$ cat src/rtl/subtractor_32bit.sv
// Registered 32-bit two's-complement subtractor (y = a - b) with borrow, overflow,
// zero and negative flags; one-cycle latency, one operation accepted per cycle.
module subtractor_32bit #(
    parameter int WIDTH = 32
) (
    input  logic             clk,
    input  logic             rst,
    input  logic [WIDTH:1]   a,
    input  logic [WIDTH:1]   b,
    output logic [WIDTH:1]   y,
    output logic             borrow,
    output logic             overflow,
    output logic             zero,
    output logic             negative
);

    // bin[i] is the borrow into cell i; bin[WIDTH+1] is the borrow out of the MSB.
    logic [WIDTH+1:1] bin;
    logic [WIDTH:1]   d;
    logic             ovf_c;

    assign bin[1] = 1'b0;

    for (genvar i = 1; i <= WIDTH; i++) begin : g_cell
        assign d[i]       = a[i] ^ b[i] ^ bin[i];
        assign bin[i + 1] = (~a[i] & b[i]) | (~(a[i] ^ b[i]) & bin[i]);
    end

    assign ovf_c = (a[WIDTH] != b[WIDTH]) && (d[WIDTH] != a[WIDTH]);

    always_ff @(posedge clk) begin
        if (rst) begin
            y        <= '0;
            borrow   <= 1'b0;
            overflow <= 1'b0;
            zero     <= 1'b1;
            negative <= 1'b0;
        end else begin
            y        <= d;
            borrow   <= bin[WIDTH + 1];
            overflow <= ovf_c;
            zero     <= (d == '0);
            negative <= d[WIDTH];
        end
    end

endmodule

$ cat config.mk
export PLATFORM = sky130hd
export DESIGN_NAME = subtractor_32bit
export DESIGN_NICKNAME = d
export VERILOG_FILES = /design/src/rtl/subtractor_32bit.sv
export SDC_FILE = /design/constraint.sdc
export NUM_CORES = 1
export LEC_CHECK = 0
export ABC_AREA = 1
export BUFFER_PORTS_ARGS = -buffer_cell sky130_fd_sc_hd__buf_2
export CAP_MARGIN = 0
export CORE_ASPECT_RATIO = 1.2
export CORE_UTILIZATION = 30
export CTS_CLUSTER_DIAMETER = 150
export DETAILED_ROUTE_END_ITERATION = 8
export SETUP_SLACK_MARGIN = 0.02
export SLEW_MARGIN = 20
export SYNTH_ARGS = -nofsm -noshare
export SYNTH_HDL_FRONTEND = slang
export SYNTH_SLANG_ARGS = --single-unit
export TNS_END_PERCENT = 50
$ cat constraint.sdc
create_clock -name clk -period 18.27 [get_ports clk]
set_clock_uncertainty 0.05 [all_clocks]
set_input_delay 2.7405 -clock clk [delete_from_list [all_inputs] [get_ports clk]]
set_output_delay 2.7405 -clock clk [all_outputs]
set_load 0.01 [all_outputs]
==> reports/results.md, run 1 <==
| Step | Metric | This run |
|---|---|---|
| status | Result of the run | complete, no violations |
| synthesis | Distinct cell type count of the synthesized netlist | 12 |
| cts | Number of levels in the clock H-tree | 2 |
| sta | RSZ-0062 raised after global routing | no |
| synthesis | Count of synthesis-stage warnings from yosys | 0 |
| power | Fraction of power spent switching nets | 29.0% |
| power | Clk network pwr share | 29.4% |
| synthesis | Netlist area before placement | 1770 µm² |
| synthesis | Number of nets produced by synthesis | 276 |
| grt | Wire length of the first global-routing pass | 6290 µm |
| setup path | Critical path data required time | 18.44 ns |
| sta | Maximum frequency from static timing analysis | 0.0632 GHz |
| setup path | Critical-path cell with the highest stage delay | sky130_fd_sc_hd__fa_1 |
| power | Internal power consumption | 147 µW |
| floorplanning | Width of the die | 72.2 µm |
| cts | Clock Pin Slew Worst Setup and Hold Paths | 0.07 ns |
| detailed routing | Wirelength, routed | 3910 µm |
| synthesis | Cells after synthesis | 177 |
| cts | Post-CTS Resized | 0 |
| cts | CTS tree | yes |
| sta | Final number of hold-violating endpoints | 0 |
| floorplanning | Num ports | 102 |
| finish | Most common cell after layout, fill and taps aside | sky130_fd_sc_hd__buf_2 |
| synthesis | Library cell with the largest summed area after synthesis | sky130_fd_sc_hd__dfxtp_1 |
| run | Number of max-cap violations | 0 |
| power | Maximum vdd ir drop | 0.0312 mV |
| sta | Setup TNS | 0 ns |
| sta | Actual transition at the worst max-transition pin | 0.641 ns |
| detailed routing | Via count | 1,421 |
| sta | Crit path time final | 15.83 ns |
| floorplanning | Chip Height | 86.2 µm |
| grt | Initial antenna violation count | 0 |
| synthesis | Sequential-to-total area share from yosys stat | 39.5% |
| setup path | Most Frequent Cell on Critical Path | sky130_fd_sc_hd__fa_1 |
| finish | Most frequent cells in the layout | sky130_fd_sc_hd__buf_2 (101), sky130_fd_sc_hd__nor2_1 (44), sky130_fd_sc_hd__inv_1 (35), sky130_fd_sc_hd__dfxtp_1 (35), sky130_fd_sc_hd__fa_1 (31) |
| setup path | Crit. End Element | register |
| power | Pwr per Cell Area | 84.8 nW/µm² |
| detailed routing | Routed via count divided by cell count | 3.94 |
| detailed routing | Average wire per cell in the routed design | 10.8 µm |
| grt | Vias in the first global route | 1,407 |
| cts | Largest buffer count on any clock path | 2 |
| power | Part of the total power dissipated in combinational logic | 28.1% |
| floorplanning | Floorplan Core Area | 5670 µm² |
| place | Half-perimeter wire length after placement | 3370 µm |
| place | Post-Place Cells | 353 |
| finish | Final cell count without fillers | 361 |
| detailed routing | Detailed-routing iteration count for the pre-antenna-repair pass | 4 |
| floorplanning | Effective utilization at floorplan | 31.3% |
| power | P_sw | 60.2 µW |
| place | DP Area | 2340 µm² |
| detailed routing | Antenna Nets Post-Route | 0 |
| hold path | Hold/Removal Path Class | in -> reg |
| setup path | Critical Path Max Stage Delay | 0.43 ns |
| finish | Antenna diode count | 0 |
| finish | Filler instances | 577 |
| cts | Clock tree root driver cell | sky130_fd_sc_hd__clkbuf_8 |
| setup path | Largest fanout of any net on the critical path | 4 |
| finish | Summed area of non-filler cells in the final layout | 2440 µm² |
| setup path | Startpoint types | primary input |
| sta | Relative slew margins | 57.3% |
| detailed routing | Number of design rule violations left after detail routing | 0 |
| synthesis | Share of Yosys cell area claimed by the top area cell type | 39.5% |
| grt | Total Routing Usage GR | 13.9% |
| finish | Area added between synthesis and finish | 37.9% |
| synthesis | Per-instance average area after synthesis | 10.0 µm² |
| synthesis | Synthesized flop and latch total | 35 |
| floorplanning | Floorplan die area | 6220 µm² |
| power | Fraction of power consumed by sequential logic | 42.5% |
| power | Leakage power | 0.00132 µW |
| grt | Grt total ovfl | 0 |
| floorplanning | Num rows | 30 |
| sta | Count of endpoints failing setup in the final report | 0 |
| sta | Number of slew-limit violations in the final report | 0 |
| power | PnR Total Power | 207 µW |
| sta | Fraction of the cycle the final worst path needs | 86.6% |
| grt | Pin count of the biggest net entering global routing | 36 |
| finish | Final net count | 379 |
| cts | Number of buffers added by the clock tree synthesis step | 5 |
| setup path | Start-to-end type of the worst setup path | in -> reg |
| cts | Number of buffers inserted by hold repair at cts | 0 |
| place | Number of buffer cells added on primary ports | 101 |
| detailed routing | Starting DRT DRC Count | 36 |
| synthesis | Leading post-synthesis cells by cell area | sky130_fd_sc_hd__dfxtp_1 (40%), sky130_fd_sc_hd__fa_1 (35%), sky130_fd_sc_hd__nor2_1 (9.3%), sky130_fd_sc_hd__inv_1 (7.4%), sky130_fd_sc_hd__nand2_1 (4.7%) |
| cts | CTS Sinks | 35 |
| setup path | Arrival time worst endpoint | 16.00 ns |
| finish | Proportion of layout cells with a drive suffix above 1 | 38.8% |
| cts | Buffers inserted by post-CTS timing repair | 0 |
| place | Final weighted congestion in routability-driven placement | 0.712 |
[area by class of cell]
class	instances	area, µm²	area share (%)
Multi-Input combinational cell	101	903	36.9
Sequential cell	35	701	28.7
Timing Repair Buffer	101	505	20.7
Clock buffer	8	100	4.09
Tap cell	80	100	4.09
Inverter	36	135	5.53
[worst paths after layout]
check	depth (start not counted)	start	slack, ns	end
hold / removal	3	b[1]	2.72	y[1]$_SDFF_PP0_
setup / recovery	42	a[1]	2.44	zero$_SDFF_PP1_
[synthesized netlist by cell type]
master                     n
sky130_fd_sc_hd__o21ai_0   1
sky130_fd_sc_hd__nor2_1   44
sky130_fd_sc_hd__nand2_1  22
sky130_fd_sc_hd__ha_1      2
sky130_fd_sc_hd__inv_2     1
sky130_fd_sc_hd__buf_6     1
sky130_fd_sc_hd__buf_4     1
sky130_fd_sc_hd__buf_2     3
sky130_fd_sc_hd__inv_1    35
sky130_fd_sc_hd__a21oi_1   1
sky130_fd_sc_hd__dfxtp_1  35
sky130_fd_sc_hd__fa_1     31
[critical path, delay by kind of cell]
kind / cells / cell delay [ns]
buffers and inverters: 4 / 0.28
adders and majority gates: 32 / 12.58
and+or+nand+nor: 6 / 0.40
[cell families (layout without fill, tap and decap cells)]
kind of cell,after synthesis,count (layout),synth area share [%]
AO/OA/AOI/OAI,2,2,0.564
adder cells (fa/ha/maj),33,33,36.4
buffers and inverters,41,145,9.53
flip-flops,35,35,39.5
AND/OR/NAND/NOR,66,66,14.0
[registers in the layout, indices dropped and copies added, names as in the netlist]
name / count
borrow: 1
negative: 1
overflow: 1
y: 31
zero: 1
[through the flow]
step	utilization (%)	setup WS [ns]	hold slack [ns]
floorplan	-	2.98	2.86
global placement	41.4	2.33	3.01
detailed placement	41.4	2.13	3.01
CTS	43.1	2.42	2.71
global route	43.1	1.96	2.73
finish	43.1	2.44	2.72
[metal layers]
metal / global-route usage, % / share of wire (%)
met1: 15.4 / 39
met3: 5.12 / 7.7
met5: 0 / 0
met2: 24.0 / 52
met4: 5.35 / 1.8
[power groups by stage]
| stage | combinational (µW) | sequential, µW | clock (µW) |
|---|---|---|---|
| finish | 58.3 | 88.2 | 61.0 |
| global route | 67.1 | 89.0 | 66.0 |
| CTS | 59.8 | 88.3 | 63.7 |
| detailed placement | 59.7 | 90.0 | 0 |
| global placement | 58.7 | 89.8 | 0 |
| floorplan | 28.5 | 95.3 | 0 |
Power figures use the tool's default switching activity.
==> run 2, diff against run 1 <==
--- a/config.mk
+++ b/config.mk
@@ -13,6 +13,7 @@
 export CTS_CLUSTER_DIAMETER = 150
 export DETAILED_ROUTE_END_ITERATION = 8
 export SETUP_SLACK_MARGIN = 0.02
+export SKIP_CTS_REPAIR_TIMING = 1
 export SLEW_MARGIN = 20
 export SYNTH_ARGS = -nofsm -noshare
 export SYNTH_HDL_FRONTEND = slang
==> constraint.sdc (replaced) <==
create_clock -name clk -period 13.5 [get_ports clk]
set_clock_uncertainty 0.05 [all_clocks]
set_input_delay 2.025 -clock clk [delete_from_list [all_inputs] [get_ports clk]]
set_output_delay 2.025 -clock clk [all_outputs]
set_load 0.01 [all_outputs]
==> run 2 against run 1 <==
  * Global-route usage grew 0.72 points
  * Flip-flop and latch count is the same
  * Total power grew 34%
  * Critical endpoint unchanged
  * Design area grew 2.8%
  * Worst setup slack lost 2.5 ns
  * Largest power group unchanged
  * First-iteration DRC count grew 11%
  * Non-clock buffer count grew 1
  * The flow now finishes with violations (setup timing)
  * Clock power grew 22%
  * Die area is the same
  * Sequential power grew 35%
  * Worst hold slack lost 0.72 ns
==> reports/results.md, run 2 (synthesis results as in run 1) <==
| Step | Metric | This run | Change |
|---|---|---|---|
| floorplanning | Chip Height | 86.2 µm | unchanged |
| grt | Grt total ovfl | 0 | unchanged |
| sta | Hold slack final | 2.00 ns | was 2.72 ns |
| run | Number of max-cap violations | 0 | unchanged |
| sta | Fraction of the cycle the final worst path needs | 100% |  |
| grt | Total Routing Usage GR | 14.6% | was 13.9% |
| cts | Clock tree root driver cell | sky130_fd_sc_hd__clkbuf_8 | unchanged |
| finish | Most frequent cells in the layout | sky130_fd_sc_hd__buf_2 (101), sky130_fd_sc_hd__nor2_1 (44), sky130_fd_sc_hd__dfxtp_1 (35), sky130_fd_sc_hd__inv_1 (34), sky130_fd_sc_hd__fa_2 (30) | was sky130_fd_sc_hd__buf_2 (101), sky130_fd_sc_hd__nor2_1 (44), sky130_fd_sc_hd__inv_1 (35), sky130_fd_sc_hd__dfxtp_1 (35), sky130_fd_sc_hd__fa_1 (31) |
| floorplanning | Effective utilization at floorplan | 31.3% | unchanged |
| sta | Relative slew margins | 57.0% | was 57.3% |
| finish | Max FFs per register | 31 | unchanged |
| finish | Most common cell after layout, fill and taps aside | sky130_fd_sc_hd__buf_2 | unchanged |
| finish | Area added between synthesis and finish | 41.8% | was 37.9% |
| status | Result of the run | complete, but fails checks | was complete, no violations |
| detailed routing | Detailed-routing iteration count for the pre-antenna-repair pass | 2 | was 4 |
| sta | Actual transition at the worst max-transition pin | 0.644 ns | was 0.641 ns |
| setup path | Dominant delay contributor by cell family on the critical path | adder cells | unchanged |
| detailed routing | Number of design rule violations left after detail routing | 0 | unchanged |
| sta | Number of slew-limit violations in the final report | 0 | unchanged |
| cts | Number of buffers added by the clock tree synthesis step | 5 | unchanged |
| setup path | Critical Path Max Stage Delay | 0.41 ns | was 0.43 ns |
| power | Fraction of power spent switching nets | 30.9% | was 29.0% |
| power | Part of the total power dissipated in combinational logic | 30.4% | was 28.1% |
| place | Worst slack at placement | -0.500 ns | was 2.13 ns |
| setup path | Critical-path cell with the highest stage delay | sky130_fd_sc_hd__fa_1 | unchanged |
| setup path | Start-to-end type of the worst setup path | in -> reg | unchanged |
| cts | CTS Sinks | 35 | unchanged |
| cts | CTS tree | yes | unchanged |
| sta | Final number of hold-violating endpoints | 0 | unchanged |
| sta | Crit path time final | 13.53 ns |  |
| floorplanning | Floorplan Core Area | 5670 µm² | unchanged |
| setup path | Most Frequent Cell on Critical Path | sky130_fd_sc_hd__fa_2 | was sky130_fd_sc_hd__fa_1 |
| detailed routing | Antenna Nets Post-Route | 0 | unchanged |
| hold path | Hold/Removal Path Class | in -> reg | unchanged |
| setup path | Startpoint types | primary input | unchanged |
| place | Half-perimeter wire length after placement | 3520 µm | was 3370 µm |
| floorplanning | Num rows | 30 | unchanged |
| power | Internal power consumption | 192 µW | was 147 µW |
| power | Pwr per Cell Area | 111 nW/µm² | was 84.8 nW/µm² |
| place | Number of buffer cells added on primary ports | 101 | unchanged |
| floorplanning | Num ports | 102 | unchanged |
| detailed routing | Starting DRT DRC Count | 40 | was 36 |
| sta | Maximum frequency from static timing analysis | 0.0739 GHz |  |
| finish | Proportion of layout cells with a drive suffix above 1 | 50.7% | was 38.8% |
| floorplanning | Floorplan die area | 6220 µm² | unchanged |
| power | Fraction of power consumed by sequential logic | 42.8% | was 42.5% |
| power | Leakage power | 0.00130 µW | was 0.00132 µW |
| setup path | Critical path data required time | 13.69 ns | was 18.44 ns |
| power | P_sw | 86.0 µW | was 60.2 µW |
| sta | Worst Slack Setup Final | -0.0337 ns | was 2.44 ns |
| detailed routing | Average wire per cell in the routed design | 11.4 µm | was 10.8 µm |
| grt | Pin count of the biggest net entering global routing | 36 | unchanged |
| detailed routing | Routed via count divided by cell count | 3.91 | was 3.94 |
| grt | Initial antenna violation count | 0 | unchanged |
| cts | Largest buffer count on any clock path | 2 | unchanged |
| status | Failing checks | setup timing |  |
| grt | Wire length of the first global-routing pass | 6580 µm | was 6290 µm |
| setup path | Arrival time worst endpoint | 13.72 ns | was 16.00 ns |
| finish | Final net count | 380 | was 379 |
| grt | Vias in the first global route | 1,452 | was 1,407 |
| sta | Count of endpoints failing setup in the final report | 1 | was 0 |
| place | Final weighted congestion in routability-driven placement | 0.809 | was 0.712 |
| detailed routing | Wirelength, routed | 4130 µm | was 3910 µm |
| setup path | Crit. End Element | register | unchanged |
| finish | Reg with most FFs | y | unchanged |
| floorplanning | Width of the die | 72.2 µm | unchanged |
| cts | Number of levels in the clock H-tree | 2 | unchanged |
| sta | RSZ-0062 raised after global routing | yes | was no |
| cts | Clock Pin Slew Worst Setup and Hold Paths | 0.08 ns | was 0.07 ns |
| power | Maximum vdd ir drop | 0.0361 mV | was 0.0312 mV |
| power | Clk network pwr share | 26.7% | was 29.4% |
| setup path | Largest fanout of any net on the critical path | 2 | was 4 |
| finish | Antenna diode count | 0 | unchanged |
| setup path | Total buffers and inverters traversed by the critical path | 4 | unchanged |
| finish | Filler instances | 566 | was 577 |
| detailed routing | Via count | 1,415 | was 1,421 |
-- run 2: path summary, 6_finish.rpt --
check | startpoint | endpoint | depth (start not counted)
setup / recovery | a[1] | zero$_SDFF_PP1_ | 42
hold / removal | a[32] | overflow$_SDFF_PP0_ | 3
-- run 2: cell type report --
| type | instances | area (µm²) | share of cell area, % |
|---|---|---|---|
| Multi-Input combinational cell | 101 | 981 | 39.0 |
| Sequential cell | 35 | 701 | 27.9 |
| Timing Repair Buffer | 102 | 513 | 20.4 |
| Inverter | 36 | 135 | 5.38 |
| Tap cell | 80 | 100 | 3.98 |
| Clock buffer | 5 | 68.8 | 2.74 |
| Clock inverter | 3 | 15.0 | 0.597 |
-- run 2: worst min-delay path, delay by kind of cell --
kind	cells	cell delay [ns]
buffers and inverters	2	0.20
AOI/OAI and AO/OA	1	0.07
-- run 2: stage by stage --
| stage | area [µm²] | total power (µW) | TNS, ns | cells | util [%] |
|---|---|---|---|---|---|
| after floorplan | 1840 | 171 | 0 | 177 | - |
| after global placement | 2420 | 206 | -0.937 | 354 | 42.7 |
| after detailed placement | 2420 | 208 | -1.35 | 354 | 42.7 |
| after CTS | 2510 | 283 | -0.456 | 362 | 44.2 |
| after global routing | 2510 | 299 | -1.05 | 362 | 44.3 |
| final | 2510 | 278 | -0.0337 | 362 | 44.3 |
-- run 2: power by group through the flow --
stage	Sequential, µW	Clock, µW	Combinational (µW)
floorplan	129	0	41.6
CTS	119	77.3	86.8
finish	119	74.3	84.6
global placement	122	0	84.7
global route	120	81.4	98.0
detailed placement	122	0	86.5
-- run 2: layer usage --
layer / vias to the layer above / wire length, µm / global-route usage, % / part of all wire (%)
met5: - / 0 / 0 / 0
met4: 0 / 131 / 7.84 / 3.2
met3: 10 / 220 / 3.49 / 5.3
met2: 57 / 2220 / 26.8 / 54
met1: 647 / 1550 / 15.2 / 38
li1: 701 / - / - / -
